**config.mk**
```make
export PLATFORM = sky130hd
export DESIGN_NAME = reg_dump_uart_tx
export DESIGN_NICKNAME = d
export VERILOG_FILES = /design/src/rtl/dbg_uart_defs.sv /design/src/rtl/uart_tx_byte.sv /design/src/rtl/reg_dump_uart_tx.sv
export SDC_FILE = /design/constraint.sdc
export NUM_CORES = 1
export LEC_CHECK = 0
export BUFFER_PORTS_ARGS = -buffer_cell sky130_fd_sc_hd__buf_2
export CELL_PAD_IN_SITES_DETAIL_PLACEMENT = 2
export CELL_PAD_IN_SITES_GLOBAL_PLACEMENT = 2
export CORE_ASPECT_RATIO = 2
export CORE_UTILIZATION = 30
export CTS_BUF_LIST = sky130_fd_sc_hd__clkbuf_8
export DETAILED_ROUTE_END_ITERATION = 6
export GPL_ROUTABILITY_DRIVEN = 0
export PLACE_DENSITY_LB_ADDON = 0.1
export SETUP_SLACK_MARGIN = 0.1
export SLEW_MARGIN = 10
export SYNTH_ARGS = -nofsm -noshare
export SYNTH_HDL_FRONTEND = slang
export SYNTH_HIERARCHICAL = 1
export SYNTH_SLANG_ARGS = --single-unit
```
**constraint.sdc**
```tcl
create_clock -name CLK -period 4.7 [get_ports CLK]
set_clock_uncertainty 0.1 [all_clocks]
set_input_delay 0.47 -clock CLK [delete_from_list [all_inputs] [get_ports CLK]]
set_output_delay 0.47 -clock CLK [all_outputs]
set_load 0.01 [all_outputs]
```
**src/rtl/dbg_uart_defs.sv**
```systemverilog
// Shared definitions for the register-dump UART path: FSM encodings,
// frame geometry and the default baud divider.
package dbg_uart_defs;

    // Dump FSM encodings (kept as plain constants for legacy tool flows)
    localparam logic [2:0] ST_IDLE    = 3'd0;
    localparam logic [2:0] ST_SETADDR = 3'd1;
    localparam logic [2:0] ST_LOAD    = 3'd2;
    localparam logic [2:0] ST_SEND    = 3'd3;
    localparam logic [2:0] ST_WAIT    = 3'd4;
    localparam logic [2:0] ST_NEXT    = 3'd5;

    // One header byte (register index) followed by four data bytes, MSB first
    localparam int BYTES_PER_REG    = 5;
    localparam int UART_DATA_BITS   = 8;
    // 100 MHz / 115200 baud
    localparam int DEF_CLKS_PER_BIT = 868;

endpackage

```
**src/rtl/uart_tx_byte.sv**
```systemverilog
// Single-byte UART 8N1 transmitter with a VALID/READY input handshake.
// READY drops on acceptance and returns when the stop bit has been held
// for its full bit time; TX idles high.
module uart_tx_byte
    import dbg_uart_defs::*;
#(
    parameter int CLKS_PER_BIT = DEF_CLKS_PER_BIT
) (
    input  logic       CLK,
    input  logic       RESET,
    input  logic [7:0] DATA,
    input  logic       VALID,
    output logic       READY,
    output logic       TX
);

    localparam int CNT_W = (CLKS_PER_BIT > 1) ? $clog2(CLKS_PER_BIT) : 1;
    localparam logic [CNT_W-1:0] BAUD_LAST = CNT_W'(CLKS_PER_BIT - 1);
    // bit_q walks 0 = start, 1..8 = data, 9 = stop
    localparam logic [3:0] BIT_LAST_DATA = 4'(UART_DATA_BITS);
    localparam logic [3:0] BIT_STOP      = 4'(UART_DATA_BITS + 1);

    logic             busy_q,  busy_d;
    logic             tx_q,    tx_d;
    logic [7:0]       shreg_q, shreg_d;
    logic [3:0]       bit_q,   bit_d;
    logic [CNT_W-1:0] baud_q,  baud_d;

    assign READY = ~busy_q;
    assign TX    = tx_q;

    // Next-state: latch a byte on handshake, then step one bit per baud period
    always_comb begin
        busy_d  = busy_q;
        tx_d    = tx_q;
        shreg_d = shreg_q;
        bit_d   = bit_q;
        baud_d  = baud_q;
        if (!busy_q) begin
            if (VALID) begin
                busy_d  = 1'b1;
                tx_d    = 1'b0;
                shreg_d = DATA;
                bit_d   = 4'd0;
                baud_d  = '0;
            end
        end else if (baud_q == BAUD_LAST) begin
            baud_d = '0;
            bit_d  = bit_q + 4'd1;
            if (bit_q == BIT_STOP) begin
                busy_d = 1'b0;
                tx_d   = 1'b1;
            end else if (bit_q == BIT_LAST_DATA) begin
                tx_d = 1'b1;
            end else begin
                tx_d    = shreg_q[0];
                shreg_d = {1'b0, shreg_q[7:1]};
            end
        end else begin
            baud_d = baud_q + CNT_W'(1);
        end
    end

    // State registers; active-low synchronous reset returns the line to idle
    always_ff @(posedge CLK) begin
        if (!RESET) begin
            busy_q  <= 1'b0;
            tx_q    <= 1'b1;
            shreg_q <= '0;
            bit_q   <= '0;
            baud_q  <= '0;
        end else begin
            busy_q  <= busy_d;
            tx_q    <= tx_d;
            shreg_q <= shreg_d;
            bit_q   <= bit_d;
            baud_q  <= baud_d;
        end
    end

endmodule

```
**src/rtl/reg_dump_uart_tx.sv**
```systemverilog
// Register-file dump engine: walks the debug read port over every register,
// snapshots each 32-bit value and streams {index, data[31:0]} bytes over UART.
module reg_dump_uart_tx
    import dbg_uart_defs::*;
#(
    parameter int CLKS_PER_BIT = DEF_CLKS_PER_BIT,
    parameter int NUM_REGS     = 32,
    parameter int ADDR_W       = 5
) (
    input  logic              CLK,
    input  logic              RESET,
    input  logic              START,
    output logic [ADDR_W-1:0] DEBUG_ADDR,
    input  logic [31:0]       DEBUG_DATA,
    output logic              TX,
    output logic              BUSY,
    output logic              DONE
);

    localparam logic [ADDR_W-1:0] LAST_IDX  = ADDR_W'(NUM_REGS - 1);
    localparam logic [2:0]        LAST_BYTE = 3'(BYTES_PER_REG - 1);

    logic [2:0]        state_q, state_d;
    logic [ADDR_W-1:0] idx_q,   idx_d;
    logic [2:0]        byte_q,  byte_d;
    logic [31:0]       snap_q,  snap_d;
    logic [ADDR_W-1:0] addr_q,  addr_d;
    logic              busy_q,  busy_d;
    logic              done_q,  done_d;

    logic [7:0]        tx_byte;
    logic              tx_valid;
    logic              tx_ready;

    assign DEBUG_ADDR = addr_q;
    assign BUSY       = busy_q;
    assign DONE       = done_q;
    assign tx_valid   = (state_q == ST_SEND);

    // Frame byte select: header carries the register index, then snapshot MSB first
    always_comb begin
        tx_byte = 8'h00;
        case (byte_q)
            3'd0:    tx_byte = 8'(idx_q);
            3'd1:    tx_byte = snap_q[31:24];
            3'd2:    tx_byte = snap_q[23:16];
            3'd3:    tx_byte = snap_q[15:8];
            default: tx_byte = snap_q[7:0];
        endcase
    end

    // Dump sequencer. The next register is fetched while the previous frame's
    // last byte is still on the wire, keeping inter-byte gaps within 1..4 clocks.
    always_comb begin
        state_d = state_q;
        idx_d   = idx_q;
        byte_d  = byte_q;
        snap_d  = snap_q;
        addr_d  = addr_q;
        busy_d  = busy_q;
        done_d  = 1'b0;
        case (state_q)
            ST_IDLE: begin
                // A START coinciding with the DONE pulse is deliberately dropped
                if (START && !done_q) begin
                    state_d = ST_SETADDR;
                    busy_d  = 1'b1;
                    idx_d   = '0;
                end
            end
            ST_SETADDR: begin
                addr_d  = idx_q;
                state_d = ST_LOAD;
            end
            ST_LOAD: begin
                // Whole-register snapshot so a CPU write mid-frame cannot tear it
                snap_d  = DEBUG_DATA;
                byte_d  = '0;
                state_d = ST_SEND;
            end
            ST_SEND: begin
                if (tx_ready) begin
                    state_d = ST_WAIT;
                end
            end
            ST_WAIT: begin
                if (byte_q == LAST_BYTE && idx_q != LAST_IDX) begin
                    state_d = ST_NEXT;
                end else if (tx_ready) begin
                    if (byte_q == LAST_BYTE) begin
                        state_d = ST_IDLE;
                        done_d  = 1'b1;
                        busy_d  = 1'b0;
                    end else begin
                        byte_d  = byte_q + 3'd1;
                        state_d = ST_SEND;
                    end
                end
            end
            ST_NEXT: begin
                idx_d   = idx_q + ADDR_W'(1);
                state_d = ST_SETADDR;
            end
            default: begin
                state_d = ST_IDLE;
            end
        endcase
    end

    // Sequencer registers; reset aborts any dump in progress
    always_ff @(posedge CLK) begin
        if (!RESET) begin
            state_q <= ST_IDLE;
            idx_q   <= '0;
            byte_q  <= '0;
            snap_q  <= '0;
            addr_q  <= '0;
            busy_q  <= 1'b0;
            done_q  <= 1'b0;
        end else begin
            state_q <= state_d;
            idx_q   <= idx_d;
            byte_q  <= byte_d;
            snap_q  <= snap_d;
            addr_q  <= addr_d;
            busy_q  <= busy_d;
            done_q  <= done_d;
        end
    end

    uart_tx_byte #(
        .CLKS_PER_BIT(CLKS_PER_BIT)
    ) u_uart (
        .CLK  (CLK),
        .RESET(RESET),
        .DATA (tx_byte),
        .VALID(tx_valid),
        .READY(tx_ready),
        .TX   (TX)
    );

endmodule

```
==> impl_metrics.prom, run 1 <==
# TYPE chip_impl_metric gauge
chip_impl_metric{name="area_of_the_die",unit="sq um"} 12600
chip_impl_metric{name="final-max-slew-violation-count",unit=""} 0
chip_impl_metric{name="critical_path.max_fanout",unit=""} 17
chip_impl_metric{name="nets",unit=""} 506
chip_impl_metric{name="combPwrFrac",unit="%"} 10.3
chip_impl_metric{name="number_of_optimization_iterations_in_the_first_detailed_route_pass",unit=""} 4
chip_impl_metric{name="p_leak",unit="nW"} 1.56
chip_impl_info{name="layout.cells.most_common",value="sky130_fd_sc_hd__nand2_1"} 1
chip_impl_metric{name="routed_wirelength",unit="mm"} 11.0
chip_impl_metric{name="switching_share",unit="%"} 27.1
chip_impl_metric{name="synth.ff_latch_count",unit=""} 74
chip_impl_metric{name="synthDistinctLibCells",unit=""} 55
chip_impl_metric{name="ctsResizeCount",unit=""} 0
chip_impl_metric{name="synthesis.nets",unit=""} 474
chip_impl_metric{name="via_density",unit=""} 5.17
chip_impl_metric{name="drt_iter0_markers",unit=""} 105
chip_impl_metric{name="maxSlewHeadroom",unit="%"} 45.8
chip_impl_metric{name="layout_area_overhead",unit="%"} 13.3
chip_impl_info{name="hp-class",value="primary input to flop"} 1
chip_impl_metric{name="drt_drc_violations_left",unit=""} 0
chip_impl_metric{name="fin_setup_tns",unit="ns"} 0
chip_impl_metric{name="die-height",unit="um"} 158
chip_impl_metric{name="netlist.area_leader.share",unit="%"} 40.7
chip_impl_metric{name="clkSlewWorstSetupHoldPaths",unit="ns"} 0.08
chip_impl_metric{name="hold_viol_final",unit=""} 0
chip_impl_metric{name="synth_area",unit="sq um"} 3640
chip_impl_metric{name="post_route_cells_drive_above_1_share",unit="%"} 16.8
chip_impl_metric{name="p_int",unit="uW"} 940
chip_impl_info{name="outcome",value="completed"} 1
chip_impl_metric{name="cts_max_level",unit=""} 3
chip_impl_metric{name="worstPathRequired",unit="ns"} 4.82
chip_impl_metric{name="cts_sinks",unit=""} 74
chip_impl_metric{name="fp-row-count",unit=""} 56
chip_impl_info{name="setup.worst_path.class",value="flop to flop"} 1
chip_impl_info{name="ys_dominant_reg_cell",value="sky130_fd_sc_hd__dfxtp_1"} 1
chip_impl_metric{name="power.density_cell_area",unit="nW/um^2"} 313
chip_impl_info{name="clock_tree.root_cell",value="sky130_fd_sc_hd__clkbuf_8"} 1
chip_impl_metric{name="maxCapViolations",unit=""} 0
chip_impl_metric{name="synth-edff-count",unit=""} 0
chip_impl_metric{name="place_hpwl",unit="mm"} 8.24
chip_impl_metric{name="worst_pin_slew",unit="ns"} 0.811
chip_impl_metric{name="holdBufCountCts",unit=""} 0
chip_impl_metric{name="irDropWorstVdd",unit="uV"} 148
chip_impl_metric{name="finalCritPeriodShare",unit="%"} 51.8
chip_impl_metric{name="clock_latency",unit="ns"} 0.35
chip_impl_metric{name="maximum_number_of_pins_on_one_net_before_global_route_repair",unit=""} 47
chip_impl_info{name="layout_common_cells",value="sky130_fd_sc_hd__nand2_1, sky130_fd_sc_hd__dfxtp_1, sky130_fd_sc_hd__buf_2"} 1
chip_impl_metric{name="synth_area_per_cell",unit="sq um"} 8.50
chip_impl_metric{name="achievable-frequency",unit="MHz"} 411
chip_impl_metric{name="net-switching-power",unit="uW"} 349
chip_impl_metric{name="diodes",unit=""} 0
chip_impl_metric{name="postCtsSetupRepairBufs",unit=""} 0
chip_impl_metric{name="grt-ovfl-total",unit=""} 0
chip_impl_metric{name="total_global_route_track_usage",unit="%"} 18.6
chip_impl_info{name="rsz0062_at_grt",value="false"} 1
chip_impl_info{name="tritoncts_clock_tree",value="built"} 1
chip_impl_metric{name="initial_core_utilization",unit="%"} 30.9
chip_impl_info{name="yosys-top-cells-area",value="sky130_fd_sc_hd__dfxtp_1, sky130_fd_sc_hd__nand2_1, sky130_fd_sc_hd__a21boi_1"} 1
chip_impl_info{name="timing.critical_path.cells",value="clkinv_1 > ha_1 > a222oi_1 > a21oi_1 > mux2_2 > nand2_1 > mux2i_1"} 1
chip_impl_metric{name="cts.path.max_buffers",unit=""} 2
chip_impl_metric{name="antenna_violations_before_repair",unit=""} 0
chip_impl_metric{name="drt-wirelength-per-cell",unit="um"} 18.1
chip_impl_metric{name="synth_instances",unit=""} 428
chip_impl_metric{name="global_route_wire_length_before_repair",unit="mm"} 17.6
chip_impl_metric{name="vias_after_detailed_routing",unit=""} 3144
chip_impl_metric{name="ys.warnings.count",unit=""} 6
chip_impl_metric{name="final_antenna_net_count",unit=""} 0
chip_impl_metric{name="cpPeakStageDelay",unit="ns"} 0.49
chip_impl_metric{name="cp_data_arrival_time",unit="ns"} 2.55
chip_impl_metric{name="cts_buffers",unit=""} 9
chip_impl_metric{name="power.share.clock",unit="%"} 37.6
chip_impl_metric{name="finalPower",unit="mW"} 1.29
chip_impl_info{name="timing.critical_path.slowest_stage_cell",value="sky130_fd_sc_hd__ha_1"} 1
chip_impl_metric{name="sequentialPowerShare",unit="%"} 52.0
chip_impl_metric{name="period_needed",unit="ns"} 2.43
chip_impl_info{name="critPathLaunchType",value="flop"} 1
chip_impl_metric{name="setup_violations",unit=""} 0
chip_impl_metric{name="asyncSetResetFlopFracSynth",unit="%"} 0
chip_impl_metric{name="floorplan.core_area",unit="sq um"} 11800
chip_impl_info{name="synth_top_area_cell",value="sky130_fd_sc_hd__dfxtp_1"} 1
chip_impl_metric{name="dieWidth",unit="um"} 79.9
chip_impl_metric{name="ioPinCount",unit=""} 43
chip_impl_metric{name="port_buffers",unit=""} 42
chip_impl_metric{name="grt_pass1_vias",unit=""} 3401
chip_impl_metric{name="yosysSeqAreaShare",unit="%"} 40.7
chip_impl_info{name="crit_path_end_kind",value="flop"} 1
==> cell usage after synthesis (all sizes together) (2+ instances only) <==
| cell type | number |
|---|---|
| a21boi | 32 |
| a21oi | 13 |
| a222oi | 3 |
| a22oi | 10 |
| a31oi | 6 |
| and2 | 6 |
| and3 | 10 |
| buf | 13 |
| clkbuf | 12 |
| dfxtp | 74 |
| ha | 11 |
| inv | 10 |
| mux2 | 7 |
| mux2i | 14 |
| nand2 | 101 |
| nand2b | 5 |
| nand3 | 12 |
| nand3b | 2 |
| nand4 | 5 |
| nor2 | 15 |
| nor2b | 8 |
| nor3 | 2 |
| nor3b | 6 |
| o21a | 10 |
| o21ai | 16 |
| o22ai | 4 |
| o31a | 3 |
==> layer usage <==
layer | vias up | share of wire (%) | track usage [%]
met5 | - | 0 | 0
met4 | 0 | 0.66 | 5.36
met3 | 5 | 1.8 | 3.11
met2 | 30 | 60 | 37.4
met1 | 1551 | 38 | 19.0
li1 | 1558 | - | -
==> final cells by class <==
cell class,count,area (sq um)
Sequential cell,74,1480
Multi-Input combinational cell,318,2000
Fill cell,1381,7650
Clock inverter,5,57.6
Tap cell,145,181
Inverter,11,41.3
Timing Repair Buffer,46,240
Clock buffer,9,124
==> per-stage QoR <==
step                      utilization (%)  setup WS [ns]  area (sq um)  std cells  hold slack [ns]
after detailed placement             33.5           2.25          3940        594            0.350
after global routing                 35.0           2.04          4120        608            0.230
final                                35.0           2.27          4120        608            0.243
after global placement               33.5           2.40          3940        594            0.345
after floorplan                         -           2.58          3640        428            0.334
after CTS                            35.0           2.20          4120        608            0.225
==> critical path, delay by kind of cell, from the launching register on <==
kind | cells | cell delay [ns]
simple gates | 1 | 0.07
flops | 1 | 0.37
fa+ha+maj | 1 | 0.49
buf+inv | 1 | 0.38
compound gates | 2 | 0.54
mux | 2 | 0.35
==> flip-flops by register name, summed over array words and instances (netlist names) <==
signal and cells:
snap_q 32, u_uart/baud_q 10, u_uart/shreg_q 8, DEBUG_ADDR 5
idx_q 5, u_uart/bit_q 4, byte_q 3, state_q 3
BUSY 1, DONE 1, u_uart/TX 1, u_uart/busy_q 1
==> power by group through the flow <==
stage | combinational (mW) | sequential, mW | clock [mW]
final | 0.133 | 0.671 | 0.485
after global routing | 0.150 | 0.674 | 0.533
after CTS | 0.138 | 0.671 | 0.508
after detailed placement | 0.138 | 0.686 | 0
after global placement | 0.134 | 0.686 | 0
after floorplan | 0.0986 | 0.673 | 0
==> logic make-up after synthesis <==
| group | share of synthesized area (%) |
|---|---|
| AND/OR/NAND/NOR | 23.7 |
| AO/OA/AOI/OAI | 21.1 |
| flip-flops | 40.7 |
| buffers and inverters | 4.50 |
| multiplexers | 6.02 |
| adder cells (fa/ha/maj) | 3.78 |
| XOR/XNOR | 0.241 |
==> worst paths after layout <==
| path | startpoint | to | slack (ns) | cells past startpoint |
|---|---|---|---|---|
| max reg2reg | byte_q[2]$_SDFFE_PN0P_ | u_uart/shreg_q[6]$_SDFFE_PN0P_ | 2.27 | 7 |
| min reg2reg | snap_q[17]$_SDFFE_PN0P_ | snap_q[17]$_SDFFE_PN0P_ | 0.36 | 2 |
| min | DEBUG_DATA[25] | snap_q[25]$_SDFFE_PN0P_ | 0.24 | 3 |
| max | byte_q[2]$_SDFFE_PN0P_ | u_uart/shreg_q[6]$_SDFFE_PN0P_ | 2.27 | 7 |
(Power assumes the default switching activity.)
==> run 2: changes to the inputs <==
==> constraint.sdc (replaced) <==
create_clock -name CLK -period 2.3 [get_ports CLK]
set_clock_uncertainty 0.1 [all_clocks]
set_input_delay 0.23 -clock CLK [delete_from_list [all_inputs] [get_ports CLK]]
set_output_delay 0.23 -clock CLK [all_outputs]
set_load 0.01 [all_outputs]
==> run 2 against run 1 <==
Routed wire length up 3.2%; critical path depth increased by 1; combinational power is 130% higher; first-iteration DRC count fell by 11%; clock power rose to 2.8 times the previous value; setup slack got worse by 2.0 ns; total power is 140% higher; non-clock buffer count rose by 18; via count rose by 4.5%; critical path type unchanged.
==> impl_metrics.prom, run 2 (synthesized netlist as in run 1, its figures left out) <==
# TYPE chip_impl_metric gauge
chip_impl_info{name="outcome",value="completed"} 1
chip_impl_metric{name="hold_viol_final",unit=""} 0
chip_impl_metric{name="dieWidth",unit="um"} 79.9
chip_impl_metric{name="port_buffers",unit=""} 42
chip_impl_info{name="timing.critical_path.cells",value="ha_1 > ha_1 > a22oi_1 > nand3_1 > o21a_1 > mux2_2 > nand2_1 > mux2i_1"} 1
chip_impl_metric{name="ioPinCount",unit=""} 43
chip_impl_metric{name="cts_buffers",unit=""} 9
chip_impl_info{name="setup.worst_path.class",value="flop to flop"} 1
chip_impl_info{name="registers_with_the_highest_flip_flop_counts",value="snap_q x32, u_uart/baud_q x10, u_uart/shreg_q x8"} 1
chip_impl_metric{name="cts_max_level",unit=""} 3
chip_impl_metric{name="nets",unit=""} 524
chip_impl_metric{name="largest_register_ff_count",unit=""} 32
chip_impl_metric{name="antenna_violations_before_repair",unit=""} 0
chip_impl_info{name="critPathLaunchType",value="flop"} 1
chip_impl_metric{name="worst-r2r-cell-count",unit=""} 8
chip_impl_metric{name="postCtsSetupRepairBufs",unit=""} 0
chip_impl_metric{name="critical_path.max_fanout",unit=""} 8
chip_impl_metric{name="clkSlewWorstSetupHoldPaths",unit="ns"} 0.08
chip_impl_metric{name="place_inst",unit=""} 600
chip_impl_info{name="timing.critical_path.slowest_stage_cell",value="sky130_fd_sc_hd__dfxtp_1"} 1
chip_impl_metric{name="die-height",unit="um"} 158
chip_impl_metric{name="cp_data_arrival_time",unit="ns"} 2.16
chip_impl_metric{name="initial_core_utilization",unit="%"} 30.9
chip_impl_metric{name="maximum_number_of_pins_on_one_net_before_global_route_repair",unit=""} 39
chip_impl_info{name="largest_register",value="snap_q"} 1
chip_impl_metric{name="total_global_route_track_usage",unit="%"} 19.6
chip_impl_metric{name="floorplan.core_area",unit="sq um"} 11800
chip_impl_info{name="hp-class",value="primary input to flop"} 1
chip_impl_metric{name="layout_area_overhead",unit="%"} 20.2
chip_impl_metric{name="place_hpwl",unit="mm"} 8.63
chip_impl_info{name="layout_common_cells",value="sky130_fd_sc_hd__nand2_1, sky130_fd_sc_hd__dfxtp_1, sky130_fd_sc_hd__buf_2"} 1
chip_impl_info{name="min_delay_endpoint",value="snap_q[13]$_SDFFE_PN0P_"} 1
chip_impl_metric{name="routed_wirelength",unit="mm"} 11.3
chip_impl_metric{name="maxSlewHeadroom",unit="%"} 62.1
chip_impl_metric{name="min_path_cells",unit=""} 3
chip_impl_metric{name="worst-path-buf-inv",unit=""} 0
chip_impl_metric{name="global_route_wire_length_before_repair",unit="mm"} 18.3
chip_impl_metric{name="cts_sinks",unit=""} 74
chip_impl_metric{name="grt_pass1_vias",unit=""} 3697
chip_impl_metric{name="drt-wirelength-per-cell",unit="um"} 18.0
chip_impl_metric{name="fin_setup_tns",unit="ns"} 0
chip_impl_metric{name="irDropWorstVdd",unit="uV"} 383
chip_impl_metric{name="final_core_utilization",unit="%"} 37.2
chip_impl_metric{name="cpPeakStageDelay",unit="ns"} 0.35
chip_impl_info{name="clock_tree.root_cell",value="sky130_fd_sc_hd__clkbuf_8"} 1
chip_impl_metric{name="drt_drc_violations_left",unit=""} 0
chip_impl_metric{name="drt_iter0_markers",unit=""} 93
chip_impl_metric{name="finalPower",unit="mW"} 3.04
chip_impl_info{name="rsz0062_at_grt",value="false"} 1
chip_impl_metric{name="power.density_cell_area",unit="nW/um^2"} 694
chip_impl_metric{name="cts.path.max_buffers",unit=""} 2
chip_impl_metric{name="post_route_cells_drive_above_1_share",unit="%"} 17.6
chip_impl_metric{name="achievable-frequency",unit="MHz"} 494
chip_impl_metric{name="worstPathRequired",unit="ns"} 2.44
chip_impl_metric{name="filler_cell_count",unit=""} 1387
chip_impl_metric{name="p_leak",unit="nW"} 1.69
chip_impl_metric{name="finalCritPeriodShare",unit="%"} 87.9
chip_impl_metric{name="stdcell_count",unit=""} 629
chip_impl_metric{name="worst_pin_slew",unit="ns"} 0.567
chip_impl_info{name="critical_path.reg2reg.startpoint",value="byte_q[0]$_SDFFE_PN0P_"} 1
chip_impl_metric{name="final_antenna_net_count",unit=""} 0
chip_impl_metric{name="maxCapViolations",unit=""} 0
chip_impl_info{name="reg2reg_to",value="u_uart/shreg_q[4]$_SDFFE_PN0P_"} 1
chip_impl_metric{name="period_needed",unit="ns"} 2.02
chip_impl_info{name="cpMostUsedCell",value="sky130_fd_sc_hd__ha_1"} 1
chip_impl_info{name="tritoncts_clock_tree",value="built"} 1
chip_impl_metric{name="via_density",unit=""} 5.23
chip_impl_metric{name="holdBufCountCts",unit=""} 10
chip_impl_metric{name="setup_violations",unit=""} 0
chip_impl_metric{name="area_of_the_die",unit="sq um"} 12600
chip_impl_info{name="timing.critical_path.max_delay_family",value="adder cells"} 1
chip_impl_metric{name="number_of_optimization_iterations_in_the_first_detailed_route_pass",unit=""} 4
chip_impl_metric{name="grt-ovfl-total",unit=""} 0
chip_impl_metric{name="vias_after_detailed_routing",unit=""} 3287
chip_impl_info{name="hp-start",value="DEBUG_DATA[13]"} 1
chip_impl_metric{name="final-max-slew-violation-count",unit=""} 0
chip_impl_metric{name="clock_latency",unit="ns"} 0.36
chip_impl_info{name="crit_path_end_kind",value="flop"} 1
chip_impl_metric{name="setup.reg_to_reg.worst_slack",unit="ns"} 0.28
chip_impl_metric{name="fp-row-count",unit=""} 56
chip_impl_info{name="layout.cells.most_common",value="sky130_fd_sc_hd__nand2_1"} 1
chip_impl_metric{name="ctsResizeCount",unit=""} 0
-- run 2: worst reg2reg max path, stage by stage, from the launching register on --
cell and delay, ns:
sky130_fd_sc_hd__dfxtp_1 0.35, sky130_fd_sc_hd__ha_1 0.21, sky130_fd_sc_hd__ha_1 0.28, sky130_fd_sc_hd__a22oi_1 0.32
sky130_fd_sc_hd__nand3_1 0.15, sky130_fd_sc_hd__o21a_1 0.12, sky130_fd_sc_hd__mux2_2 0.26, sky130_fd_sc_hd__nand2_1 0.06
sky130_fd_sc_hd__mux2i_1 0.06
-- run 2: cell type report --
type	count	area, sq um	share of cell area, %
multi-input combinational	318	2000	45.6
antenna	1	2.50	0.0572
sequential	74	1480	33.9
inverter	11	41.3	0.944
clock buffer	10	138	3.15
tap	145	181	4.15
timing repair buffer	64	405	9.27
clock inverter	6	129	2.95
-- run 2: worst max-delay path by stage --
stage / start / end / depth (start not counted)
floorplan: byte_q[2]$_SDFFE_PN0P_ / u_uart/shreg_q[5]$_SDFFE_PN0P_ / 9
global placement: byte_q[0]$_SDFFE_PN0P_ / u_uart/shreg_q[4]$_SDFFE_PN0P_ / 8
detailed placement: byte_q[0]$_SDFFE_PN0P_ / u_uart/shreg_q[4]$_SDFFE_PN0P_ / 8
CTS: byte_q[0]$_SDFFE_PN0P_ / u_uart/shreg_q[4]$_SDFFE_PN0P_ / 8
global route: byte_q[0]$_SDFFE_PN0P_ / u_uart/shreg_q[5]$_SDFFE_PN0P_ / 7
finish: byte_q[0]$_SDFFE_PN0P_ / u_uart/shreg_q[4]$_SDFFE_PN0P_ / 8
-- run 2: metal layers --
metal | up-vias | track usage, % | routed length [um]
met3 | 25 | 3.63 | 266
met5 | - | 0 | 0
met4 | 0 | 10.1 | 412
met1 | 1617 | 18.1 | 4020
li1 | 1596 | - | -
met2 | 49 | 38.9 | 6630
-- run 2: power breakdown --
part	switching, mW	internal, mW
clock network	0.513	0.855
logic	0.177	0.131
registers	0.0358	1.32
-- run 2: per-stage QoR --
step | setup slack (ns) | instance area [sq um] | hold slack, ns
global route | 0.122 | 4370 | 0.0129
floorplan | 0.185 | 3640 | 0.263
global placement | 0.350 | 3990 | 0.344
detailed placement | 0.262 | 3990 | 0.353
finish | 0.277 | 4380 | 0.0127
CTS | 0.263 | 4350 | 0.000283
==> run 3: changes to the inputs <==
--- a/config.mk
+++ b/config.mk
@@ -10,7 +10,6 @@
 export CELL_PAD_IN_SITES_GLOBAL_PLACEMENT = 2
 export CORE_ASPECT_RATIO = 2
 export CORE_UTILIZATION = 30
-export CTS_BUF_LIST = sky130_fd_sc_hd__clkbuf_8
 export DETAILED_ROUTE_END_ITERATION = 6
 export GPL_ROUTABILITY_DRIVEN = 0
 export PLACE_DENSITY_LB_ADDON = 0.1
==> run 3 against run 2 <==
Critical path depth did not move; clock power increased by 28%; die area unchanged; count of clock-buffer cells in the layout rose by 1; combinational power fell by 5%; via count down 0.67%; sequential power about the same; sequential cell count did not move.
==> impl_metrics.prom, run 3 (synthesized netlist as in run 1, its figures left out) <==
# TYPE chip_impl_metric gauge
chip_impl_metric{name="postCtsSetupRepairBufs",unit=""} 0
chip_impl_metric{name="place_hpwl",unit="mm"} 8.63
chip_impl_metric{name="dieWidth",unit="um"} 79.9
chip_impl_metric{name="fin_setup_tns",unit="ns"} 0
chip_impl_metric{name="irDropWorstVdd",unit="uV"} 443
chip_impl_metric{name="hold_viol_final",unit=""} 0
chip_impl_info{name="layout_common_cells",value="sky130_fd_sc_hd__nand2_1, sky130_fd_sc_hd__dfxtp_1, sky130_fd_sc_hd__buf_2"} 1
chip_impl_metric{name="ctsResizeCount",unit=""} 0
chip_impl_metric{name="maximum_number_of_pins_on_one_net_before_global_route_repair",unit=""} 39
chip_impl_metric{name="area_of_the_die",unit="sq um"} 12600
chip_impl_metric{name="port_buffers",unit=""} 42
chip_impl_metric{name="setup_violations",unit=""} 0
chip_impl_metric{name="final-max-slew-violation-count",unit=""} 0
chip_impl_info{name="critPathLaunchType",value="flop"} 1
chip_impl_metric{name="maxCapViolations",unit=""} 0
chip_impl_metric{name="floorplan.core_area",unit="sq um"} 11800
chip_impl_metric{name="hold-worst-slack",unit="ns"} 0.0257
chip_impl_metric{name="fp-row-count",unit=""} 56
chip_impl_metric{name="diodes",unit=""} 0
chip_impl_metric{name="holdBufCountCts",unit=""} 0
chip_impl_info{name="largest_register",value="snap_q"} 1
chip_impl_metric{name="drt_iter0_markers",unit=""} 78
chip_impl_metric{name="cts.path.max_buffers",unit=""} 2
chip_impl_metric{name="period_needed",unit="ns"} 2.02
chip_impl_metric{name="via_density",unit=""} 5.30
chip_impl_metric{name="filler_cell_count",unit=""} 1386
chip_impl_metric{name="vias_after_detailed_routing",unit=""} 3265
chip_impl_metric{name="final_core_utilization",unit="%"} 37.0
chip_impl_metric{name="worstPathRequired",unit="ns"} 2.41
chip_impl_metric{name="post_route_cells_drive_above_1_share",unit="%"} 18.0
chip_impl_info{name="hp-class",value="primary input to flop"} 1
chip_impl_metric{name="p_leak",unit="nW"} 1.69
chip_impl_metric{name="cts_max_level",unit=""} 3
chip_impl_info{name="clock_tree.root_cell",value="sky130_fd_sc_hd__clkbuf_16"} 1
chip_impl_metric{name="layout_area_overhead",unit="%"} 19.6
chip_impl_metric{name="power.density_cell_area",unit="nW/um^2"} 783
chip_impl_metric{name="global_route_wire_length_before_repair",unit="mm"} 18.3
chip_impl_metric{name="drt-wirelength-per-cell",unit="um"} 18.3
chip_impl_metric{name="initial_core_utilization",unit="%"} 30.9
chip_impl_info{name="registers_with_the_highest_flip_flop_counts",value="snap_q x32, u_uart/baud_q x10, u_uart/shreg_q x8"} 1
chip_impl_metric{name="routed_wirelength",unit="mm"} 11.3
chip_impl_metric{name="maxSlewHeadroom",unit="%"} 63.5
chip_impl_metric{name="cts_buffers",unit=""} 9
chip_impl_info{name="rsz0062_at_grt",value="false"} 1
chip_impl_info{name="layout.cells.most_common",value="sky130_fd_sc_hd__nand2_1"} 1
chip_impl_metric{name="die-height",unit="um"} 158
chip_impl_info{name="setup.worst_path.class",value="flop to flop"} 1
chip_impl_metric{name="ioPinCount",unit=""} 43
chip_impl_metric{name="achievable-frequency",unit="MHz"} 495
chip_impl_metric{name="clkSlewWorstSetupHoldPaths",unit="ns"} 0.06
chip_impl_metric{name="clock_latency",unit="ns"} 0.34
chip_impl_metric{name="finalCritPeriodShare",unit="%"} 87.9
chip_impl_info{name="tritoncts_clock_tree",value="built"} 1
chip_impl_metric{name="grt-ovfl-total",unit=""} 0
chip_impl_metric{name="total_global_route_track_usage",unit="%"} 19.5
chip_impl_metric{name="grt_pass1_vias",unit=""} 3669
chip_impl_info{name="outcome",value="completed"} 1
chip_impl_metric{name="critical_path.max_fanout",unit=""} 8
chip_impl_metric{name="worst_pin_slew",unit="ns"} 0.546
chip_impl_metric{name="nets",unit=""} 512
chip_impl_metric{name="largest_register_ff_count",unit=""} 32
chip_impl_metric{name="cp_data_arrival_time",unit="ns"} 2.13
chip_impl_metric{name="cts_sinks",unit=""} 74
chip_impl_metric{name="final_antenna_net_count",unit=""} 0
chip_impl_info{name="crit_path_end_kind",value="flop"} 1
chip_impl_metric{name="drt_drc_violations_left",unit=""} 0
chip_impl_metric{name="antenna_violations_before_repair",unit=""} 1
chip_impl_metric{name="finalPower",unit="mW"} 3.41
chip_impl_metric{name="number_of_optimization_iterations_in_the_first_detailed_route_pass",unit=""} 4
run 3: worst max-delay path: stages, from the launching register on:
cell and delay [ns]:
sky130_fd_sc_hd__dfxtp_1 0.35, sky130_fd_sc_hd__ha_1 0.21, sky130_fd_sc_hd__ha_1 0.28, sky130_fd_sc_hd__a22oi_1 0.30, sky130_fd_sc_hd__nand3_1 0.14, sky130_fd_sc_hd__o21a_1 0.12
sky130_fd_sc_hd__mux2_2 0.26, sky130_fd_sc_hd__nand2_1 0.06, sky130_fd_sc_hd__mux2i_1 0.06
run 3: report_power, final:
part	internal, mW	switching (mW)	total (mW)
Combinational	0.118	0.174	0.292
Clock	1.20	0.558	1.76
Sequential	1.33	0.0357	1.36
Total	2.64	0.768	3.41
run 3: worst paths after layout:
path	start	to	slack (ns)	cells after the start
worst max-delay path	byte_q[0]$_SDFFE_PN0P_	u_uart/shreg_q[4]$_SDFFE_PN0P_	0.28	8
worst min-delay path	DEBUG_DATA[24]	snap_q[24]$_SDFFE_PN0P_	0.03	3
worst max register to register	byte_q[0]$_SDFFE_PN0P_	u_uart/shreg_q[4]$_SDFFE_PN0P_	0.28	8
worst min register to register	snap_q[25]$_SDFFE_PN0P_	snap_q[25]$_SDFFE_PN0P_	0.36	2
run 3: cell type report:
type | instances | area (sq um) | area share [%]
Multi-Input combinational cell | 318 | 2000 | 45.9
Tap cell | 145 | 181 | 4.17
Inverter | 11 | 41.3 | 0.948
Clock inverter | 5 | 125 | 2.87
Clock buffer | 11 | 243 | 5.57
Timing Repair Buffer | 52 | 285 | 6.55
Sequential cell | 74 | 1480 | 34.0
run 3: through the flow:
step	std cells	instance area, sq um	worst slack (ns)
detailed placement	600	3990	0.262
global route	616	4350	0.118
CTS	616	4350	0.258
finish	616	4350	0.279
global placement	600	3990	0.350
floorplan	428	3640	0.185
run 3: per-layer routing:
metal,share of wire (%),global-route usage (%),vias to the layer above
met4,3.1,8.93,2
met1,35,17.9,1618
met2,60,39.6,50
li1,-,-,1570
met5,0.12,0,-
met3,2.4,3.46,25
